`config.mk`:
```
export PLATFORM = sky130hd
export DESIGN_NAME = laser_tx_serializer_flat
export DESIGN_NICKNAME = d
export VERILOG_FILES = /design/src/rtl/laser_tx_serializer_if.sv /design/src/rtl/laser_tx_serializer.sv /design/src/flat_wrapper.sv
export SDC_FILE = /design/constraint.sdc
export NUM_CORES = 1
export LEC_CHECK = 0
export BUFFER_PORTS_ARGS = -buffer_cell sky130_fd_sc_hd__buf_4
export CAP_MARGIN = 15
export CORE_MARGIN = 5
export CORE_UTILIZATION = 52
export CTS_CLUSTER_SIZE = 12
export DETAILED_ROUTE_END_ITERATION = 8
export GPL_TIMING_DRIVEN = 0
export HOLD_SLACK_MARGIN = 0.15
export PLACE_DENSITY = 0.79
export SLEW_MARGIN = 20
export SYNTH_ARGS = -nofsm -noshare
export SYNTH_HDL_FRONTEND = slang
export SYNTH_SLANG_ARGS = --single-unit
```
`constraint.sdc`:
```
create_clock -name clock -period 2.1 [get_ports clock]
set_input_delay 0.315 -clock clock [delete_from_list [all_inputs] [get_ports clock]]
set_output_delay 0.315 -clock clock [all_outputs]
set_load 0.01 [all_outputs]
```
`src/rtl/laser_tx_serializer_if.sv`:
```
// laser_tx_serializer_if: byte-queue read port between the 64-entry TX queue
// and the laser serializer.
//
// Handshake: q_empty=0 means q_data holds a valid head byte (valid); q_read is
// a single-cycle pop strobe (ready). A byte transfers on a rising clock edge
// where q_empty=0 and q_read=1. The queue advances on that same edge, and q_read
// is never raised while q_empty=1.
interface laser_tx_serializer_if;
  logic [7:0] q_data;
  logic       q_empty;
  logic       q_read;

  // Serializer side: consumes the head byte and pops the queue.
  modport master (input q_data, input q_empty, output q_read);
  // Queue side: presents the head byte and empty flag, and receives the pop.
  modport slave  (output q_data, output q_empty, input q_read);
endinterface

```
`src/rtl/laser_tx_serializer.sv`:
```
// laser_tx_serializer: pops bytes from the TX queue and frames each one as
// start(1), 8 data bits LSB-first, optional even parity, and stop(0). Every bit
// is held for CLKS_PER_BIT clocks on a registered laser_out. Frames run back to
// back with no gap while the queue stays non-empty.
// Optional feature macro: PARITY_EN. Defining it adds the even-parity bit.
module laser_tx_serializer #(
  parameter int CLKS_PER_BIT = 4
) (
  input  logic                         clock,
  input  logic                         reset,
  input  logic                         tx_en,
  laser_tx_serializer_if.master        q_if,
  output logic                         laser_out,
  output logic                         busy,
  output logic                         frame_done,
  output logic [2:0]                   dbg_state_o
);

  localparam int DIV_W = (CLKS_PER_BIT > 1) ? $clog2(CLKS_PER_BIT) : 1;
  localparam logic [DIV_W-1:0] DIV_LAST = DIV_W'(CLKS_PER_BIT - 1);

`ifdef PARITY_EN
  typedef enum logic [2:0] {IDLE, START, DATA, PARITY, STOP} state_t;
`else
  typedef enum logic [2:0] {IDLE, START, DATA, STOP} state_t;
`endif

  state_t           state_q, state_d;
  logic [DIV_W-1:0] div_q, div_d;
  logic [2:0]       bit_q, bit_d;
  logic [7:0]       shift_q, shift_d;
  logic             laser_q, laser_d;
`ifdef PARITY_EN
  logic             parity_q, parity_d;
`endif

  logic bit_end;
  logic go;

  assign bit_end = (div_q == DIV_LAST);
  // Reset is included so that no pop can happen while the block is held in reset.
  assign go      = tx_en & ~q_if.q_empty & ~reset;

  // Register the state, counters, data shifter and laser drive.
  always_ff @(posedge clock or posedge reset) begin
    if (reset) begin
      state_q  <= IDLE;
      div_q    <= '0;
      bit_q    <= '0;
      shift_q  <= '0;
      laser_q  <= 1'b0;
`ifdef PARITY_EN
      parity_q <= 1'b0;
`endif
    end else begin
      state_q  <= state_d;
      div_q    <= div_d;
      bit_q    <= bit_d;
      shift_q  <= shift_d;
      laser_q  <= laser_d;
`ifdef PARITY_EN
      parity_q <= parity_d;
`endif
    end
  end

  // Next-state logic, counter and shifter updates, pop strobe, and frame_done.
  always_comb begin
    state_d     = state_q;
    div_d       = bit_end ? '0 : div_q + DIV_W'(1);
    bit_d       = bit_q;
    shift_d     = shift_q;
    q_if.q_read = 1'b0;
    frame_done  = 1'b0;
`ifdef PARITY_EN
    parity_d    = parity_q;
`endif
    case (state_q)
      IDLE: begin
        div_d = '0;
        if (go) begin
          q_if.q_read = 1'b1;
          shift_d     = q_if.q_data;
          bit_d       = '0;
          state_d     = START;
`ifdef PARITY_EN
          parity_d    = ^q_if.q_data;
`endif
        end
      end
      START: begin
        if (bit_end) state_d = DATA;
      end
      DATA: begin
        if (bit_end) begin
          shift_d = {1'b0, shift_q[7:1]};
          bit_d   = bit_q + 3'd1;
          if (bit_q == 3'd7) begin
`ifdef PARITY_EN
            state_d = PARITY;
`else
            state_d = STOP;
`endif
          end
        end
      end
`ifdef PARITY_EN
      PARITY: begin
        if (bit_end) state_d = STOP;
      end
`endif
      STOP: begin
        if (bit_end) begin
          frame_done = 1'b1;
          if (go) begin
            // Reload straight into the next start bit, so there is no idle gap.
            q_if.q_read = 1'b1;
            shift_d     = q_if.q_data;
            bit_d       = '0;
            state_d     = START;
`ifdef PARITY_EN
            parity_d    = ^q_if.q_data;
`endif
          end else begin
            state_d = IDLE;
          end
        end
      end
      default: state_d = IDLE;
    endcase
  end

  // Compute the laser level for the cycle being entered, so the output is
  // registered and stays steady for a whole bit period.
  always_comb begin
    laser_d = 1'b0;
    case (state_d)
      START:   laser_d = 1'b1;
      DATA:    laser_d = shift_d[0];
`ifdef PARITY_EN
      PARITY:  laser_d = parity_d;
`endif
      default: laser_d = 1'b0;
    endcase
  end

  assign laser_out   = laser_q;
  assign busy        = (state_q != IDLE);
  assign dbg_state_o = state_q;

endmodule

```
`src/flat_wrapper.sv`:
```
// flat-port wrapper written by rule: the top's interface ports become plain ports
module laser_tx_serializer_flat 
#(
  parameter int CLKS_PER_BIT = 4
)
  (clock, reset, tx_en, laser_out, busy, frame_done, dbg_state_o, q_if_q_data, q_if_q_empty, q_if_q_read);
  laser_tx_serializer_if q_if_i ();
  input  logic clock;
  input  logic reset;
  input  logic tx_en;
  output logic laser_out;
  output logic busy;
  output logic frame_done;
  output logic [2:0] dbg_state_o;
  input wire logic [$bits(q_if_i.q_data)-1:0] q_if_q_data;
  input wire logic [$bits(q_if_i.q_empty)-1:0] q_if_q_empty;
  output wire logic [$bits(q_if_i.q_read)-1:0] q_if_q_read;
  assign q_if_i.q_data = q_if_q_data;
  assign q_if_i.q_empty = q_if_q_empty;
  assign q_if_q_read = q_if_i.q_read;
  laser_tx_serializer #(.CLKS_PER_BIT(CLKS_PER_BIT)) u_core (.clock(clock), .reset(reset), .tx_en(tx_en), .q_if(q_if_i), .laser_out(laser_out), .busy(busy), .frame_done(frame_done), .dbg_state_o(dbg_state_o));
endmodule
```
# Word-level counts from Yosys, hierarchy flattened
# Cells that the tools add are included.
[word_totals]
ff_bits = 17
ramBits = 0
mem_count = 0
inputBits = 12
latchBits = 0
out_inout_bits = 7
wordCells = 48
romBits = 0
[op_classes]
magnitude_cmp = 0
n_reduce_logical = 4
eq_ne = 9
shifts = 0
addsub = 2
n_bitwise = 4
div_mod_pow = 0
mul = 0
muxes = 23
[op_table]
columns = ["cell", "n"]
rows = [
  ["3-bit two-way mux", 8],
  ["8-bit two-way mux", 3],
  ["8-bit case mux with 3 select lines", 1],
  ["3-bit case mux with 4 select lines", 1],
  ["3-bit by 2-bit equality test with 1-bit output (second input constant)", 3],
  ["3-bit case mux with 3 select lines", 1],
  ["3-bit by 1-bit equality test with 1-bit output (second input constant)", 2],
  ["3-bit nonzero test", 2],
  ["1-bit two-way mux", 5],
  ["2-bit two-way mux", 2],
  ["2-bit by 1-bit != test with 1-bit output (second input constant)", 2],
  ["1-bit case mux with 2 select lines", 2],
  ["3-bit by 1-bit adder with 3-bit output (second input constant)", 1],
  ["3-bit equality test (second input constant)", 1],
  ["3-bit zero test", 1],
  ["3-bit AND reduction", 1],
  ["2-bit by 1-bit adder with 2-bit output (second input constant)", 1],
  ["1-bit AND", 2],
  ["2-bit equality test (second input constant)", 1],
  ["1-bit inverter", 2],
]

# Longest topological paths before layout
[logic_depth]
ltp_word = 8
ltp_mapped = 6
depth_no_buf = 6

# Worst setup path after synthesis
# Ideal clock, no wire load.
[synth_path]
path_kind = "register -> output"
start = "register u_core.state_q[1], in the netlist u_core.dbg_state_o[1]"
end = "output port q_if_q_read"
slack_ps = 573
arrival_ps = 1212
n_path_buf = 0
t_required_ps = 1785
path_stages_with_launch = 3
path_cell_list = "dfrtp_1 -> or3_1 -> a21oi_2"
[synth_via]
elab_chain_len = 2
word_cells_on_any_way = 3
classes_between = "eq/ne (1); mux (1); reduce/logical (1)"
[synth_lines]
columns = ["item", "line", "rtl"]
rows = [
  ["start: declaration", "laser_tx_serializer.sv:28", "state_t state_q, state_d;"],
  ["start signal: assignment", "laser_tx_serializer.sv:56", "state_q <= state_d;"],
  ["3-bit by 2-bit equality test with 1-bit output or 3-bit zero test (tied branches)", "laser_tx_serializer.sv:78", "case (state_q)"],
  ["1-bit case mux with 2 select lines (*)", "laser_tx_serializer.sv:78", ""],
  ["end: declaration", "flat_wrapper.sv:17", "output wire logic [$bits(q_if_i.q_read)-1:0] q_if_q_read;"],
]
# Every way passes the cells marked *; elsewhere a longest branch is shown, timed or not.

# Worst setup path after layout
[layout_path]
start = "register u_core.div_q[0]"
end = "output port q_if_q_read"
[layout_via]
elab_chain_len = 3
[layout_lines]
columns = ["item", "line", "rtl"]
rows = [
  ["start: declaration", "laser_tx_serializer.sv:29", "logic [DIV_W-1:0] div_q, div_d;"],
  ["start signal: assignment", "laser_tx_serializer.sv:57", "div_q <= div_d;"],
  ["2-bit equality test", "laser_tx_serializer.sv:40", "assign bit_end = (div_q == DIV_LAST);"],
  ["1-bit two-way mux", "laser_tx_serializer.sv:113", "if (bit_end) begin"],
  ["1-bit case mux with 2 select lines", "laser_tx_serializer.sv:78", ""],
]
# No other way between the ends.

==> impl_results.md <==
- Sequential area share after synthesis: 45.3%
- Maximum number of buffers from clock root to sink: 2
- Dpl cells: 140
- Number of cells in the finished layout apart from fillers: 146
- Synth warnings: 0
- Antenna violations before repair: 0
- Crit Path Class: flip-flop to primary output
- First-pass GRT wire length: ~3400 um
- Cell Area, Synth: between 900 and 1000 um^2
- Number of global-route vias before repair: 814
- Initial core utilization: 54.3%
- Library cell with the highest instance count after synthesis: dfrtp_1
- Clock latency at the later pin of the worst-skew pair: 0.29 ns
- Clock sink count: 17
- Most used standard cells in the synthesized netlist: dfrtp_1, inv_1, o21ai_0
- Type of the most critical hold path: primary input to flip-flop
- Final worst clock skew: approximately 0.0046 ns
- TritonCTS clock tree: built
- Pwr dens: 663 nW/um^2
- DR iter-0 viols: 9
- Worst-case headroom to the max-slew limit: 57.4%
- Startpoint kind of the worst setup timing path: flip-flop
- Status: completed
- Cell count after synthesis: 97
- Worst ir drop on vdd: around 0.44 mV
- Die Footprint: 2750 um^2
- Weighted congestion reported at the end of routability-driven placement: 0.876
- Slew Limit Fails: 0
- Worst endpoint data arrival time: 1.62 ns
- Inserted Clock Buffers: 3
- Aggregate global routing overflow: 0
- Final sum of negative setup slack: 0 ns
- Number of unique standard cell types used by synthesis: 38
- Post-synth top flop: dfrtp_1
- Nature of the critical path endpoint: primary output
- Required @ worst endpoint: approximately 1.8 ns
- Total of flip-flops plus latches after synthesis: 17
- Cell area after placement: 1100 um^2
- Overall routed net length: 1950 um
- Final worst-path setup slack: approximately 0.17 ns
- Standard-cell rows: 15
- Syn-to-layout area delta: 23.2%
- Detail Route Antenna Nets: 0
- Boundary Pins: 19
- Half-perimeter wire length of the detailed placement result: approximately 1400 um
- Via total after detailed routing: 795
- Iteration count of the initial detailed-routing pass: 4
- Count of flip-flops with a built-in enable after synthesis: 0
- Count of port buffers added during placement: 18
- Least-Margin Pin Slew: between 0.6 and 0.7 ns
- Max Freq: 517 MHz
- Layout cells sized above 1: 26.4%
- Setup WS pre-CTS: 0.309 ns
- Clk pin slew, worst setup/hold paths: 0.10 ns
- ANT cells: 0
- Post-layout nets: 137
- Portion of synthesized cell area occupied by the leading cell type: 45.3%
- Seq. cell area: 425 um^2
- Fraction of synthesis flops using an asynchronous set or reset pin: between 90% and 100%
- CP Max Fanout: 10
- Leakage power summed over all cells: around 0.55 nW
- Die outline width: 52.5 um
- Number of H-tree levels: 1
- Mean instance size in the synthesized netlist: just under 10 um^2
- Unrepaired setup endpoints after global routing: no
- Biggest area contributors in the synthesized netlist: dfrtp_1, a22oi_1, inv_1
- Die outline height: roughly 52 um
- Root buf cell: clkbuf_4
- Via-to-Cell Ratio: about 5.4
- Net Count, Synth: 112
- Largest area contributor in the netlist: dfrtp_1
- Period utilisation layout: 92.1%
- Final-report hold violation count: 0
- Wire length per cell after detailed routing: 13.4 um
- Cell area after layout: approximately 1200 um^2
- Area used by multi-input combinational logic: 444 um^2
- Count of final setup violators: 0
- Largest net degree at the start of global routing: 18
- Global-route usage over all layers: 16.5%
- FILL cells: 154
- Final period demand of the worst path: roughly 1.9 ns
- Final routed DRC violation total: 0
- Std-Cell Core Area: 1730 um^2
- Max capacitance violation total: 0
==> critical path: stages, from the launching register on <==
cell and delay [ns]:
dfrtp_1 0.36, ha_1 0.21, buf_2 0.22, nand4b_1 0.19, a21oi_4 0.20, buf_4 0.14
==> path summary, 6_finish.rpt <==
kind,start,end,slack (ns),cells past startpoint
hold reg to reg,u_core.div_q[0],u_core.div_q[0],0.45,1
setup reg to reg,u_core.div_q[0],u_core.laser_out,0.41,6
setup / recovery,u_core.div_q[0],q_if_q_read,0.17,5
hold / removal,q_if_q_data[7],u_core.shift_q[7],0.24,2
max in group asynchronous,reset,u_core.shift_q[6],1.03,3
min in group asynchronous,reset,u_core.dbg_state_o[0],0.66,3
==> power breakdown <==
part | leakage [nW] | internal, mW | switching [mW]
Clock | 0.0150 | 0.0740 | 0.103
Combinational | 0.324 | 0.0816 | 0.0830
Sequential | 0.216 | 0.386 | 0.0386
Total | 0.555 | 0.542 | 0.225
==> placed cells by master, fill, tap and decap left out, types with 2 or more instances in the layout <==
cell and instances:
nand2_1 4, a22oi_1 6, clkbuf_1 2, buf_4 19, o21a_1 3, buf_2 4, a21oi_1 3, a22o_1 2
ha_1 3, nor2_1 7, o21ai_0 8, clkbuf_4 3, dfrtp_1 17, nor2b_1 2, inv_1 11
==> routing by layer <==
| metal | part of all wire [%] | track usage [%] | vias to the layer above |
|---|---|---|---|
| met4 | 0.87 | 7.23 | 0 |
| met1 | 46 | 19.0 | 380 |
| met3 | 4.7 | 3.70 | 2 |
| met5 | 0 | 0 | - |
| met2 | 49 | 28.9 | 23 |
| li1 | - | - | 390 |
==> state kept, by name, summed over array words and instances, names as in the netlist <==
register            count
u_core.bit_q            3
u_core.laser_out        1
u_core.div_q            2
u_core.shift_q          8
u_core.dbg_state_o      3
==> what timing repair did <==
action / 4_1_cts / 5_1_grt
hold buffers: 1 / 0
buffers inserted: 0 / 1
setup endpoints to repair: 1 / 1
resized for setup: 1 / 0
endpoints found under the hold margin: 17 / 0
pin swaps: 0 / 1
cloned: 0 / 0
==> final cells by class <==
type                    count  area share, %
plain buffers               6           3.03
clock buffers               4           2.27
inverters                  11           3.57
multi-input cells          63           38.4
flip-flops and latches     17           36.8
well taps                  25           2.71
repair buffers             20           13.2
==> cells by family after synthesis <==
logic type               synth area share [%]
flip-flops                               45.3
adder cells (fa/ha/maj)                  4.00
other                                   0.400
AO/OA/AOI/OAI                            25.6
buffers and inverters                    8.13
AND/OR/NAND/NOR                          13.3
XOR/XNOR                                0.934
multiplexers                             2.27
==> per-stage QoR <==
stage,hold WS [ns],power (mW),utilization (%)
3_3_place_gp,0.423,0.582,64.0
5_1_grt,0.251,0.815,67.0
3_5_place_dp,0.432,0.593,64.0
4_1_cts,0.238,0.771,66.5
6_report,0.238,0.767,67.0
2_1_floorplan,0.241,0.533,-
Power figures use the tool's default switching activity.
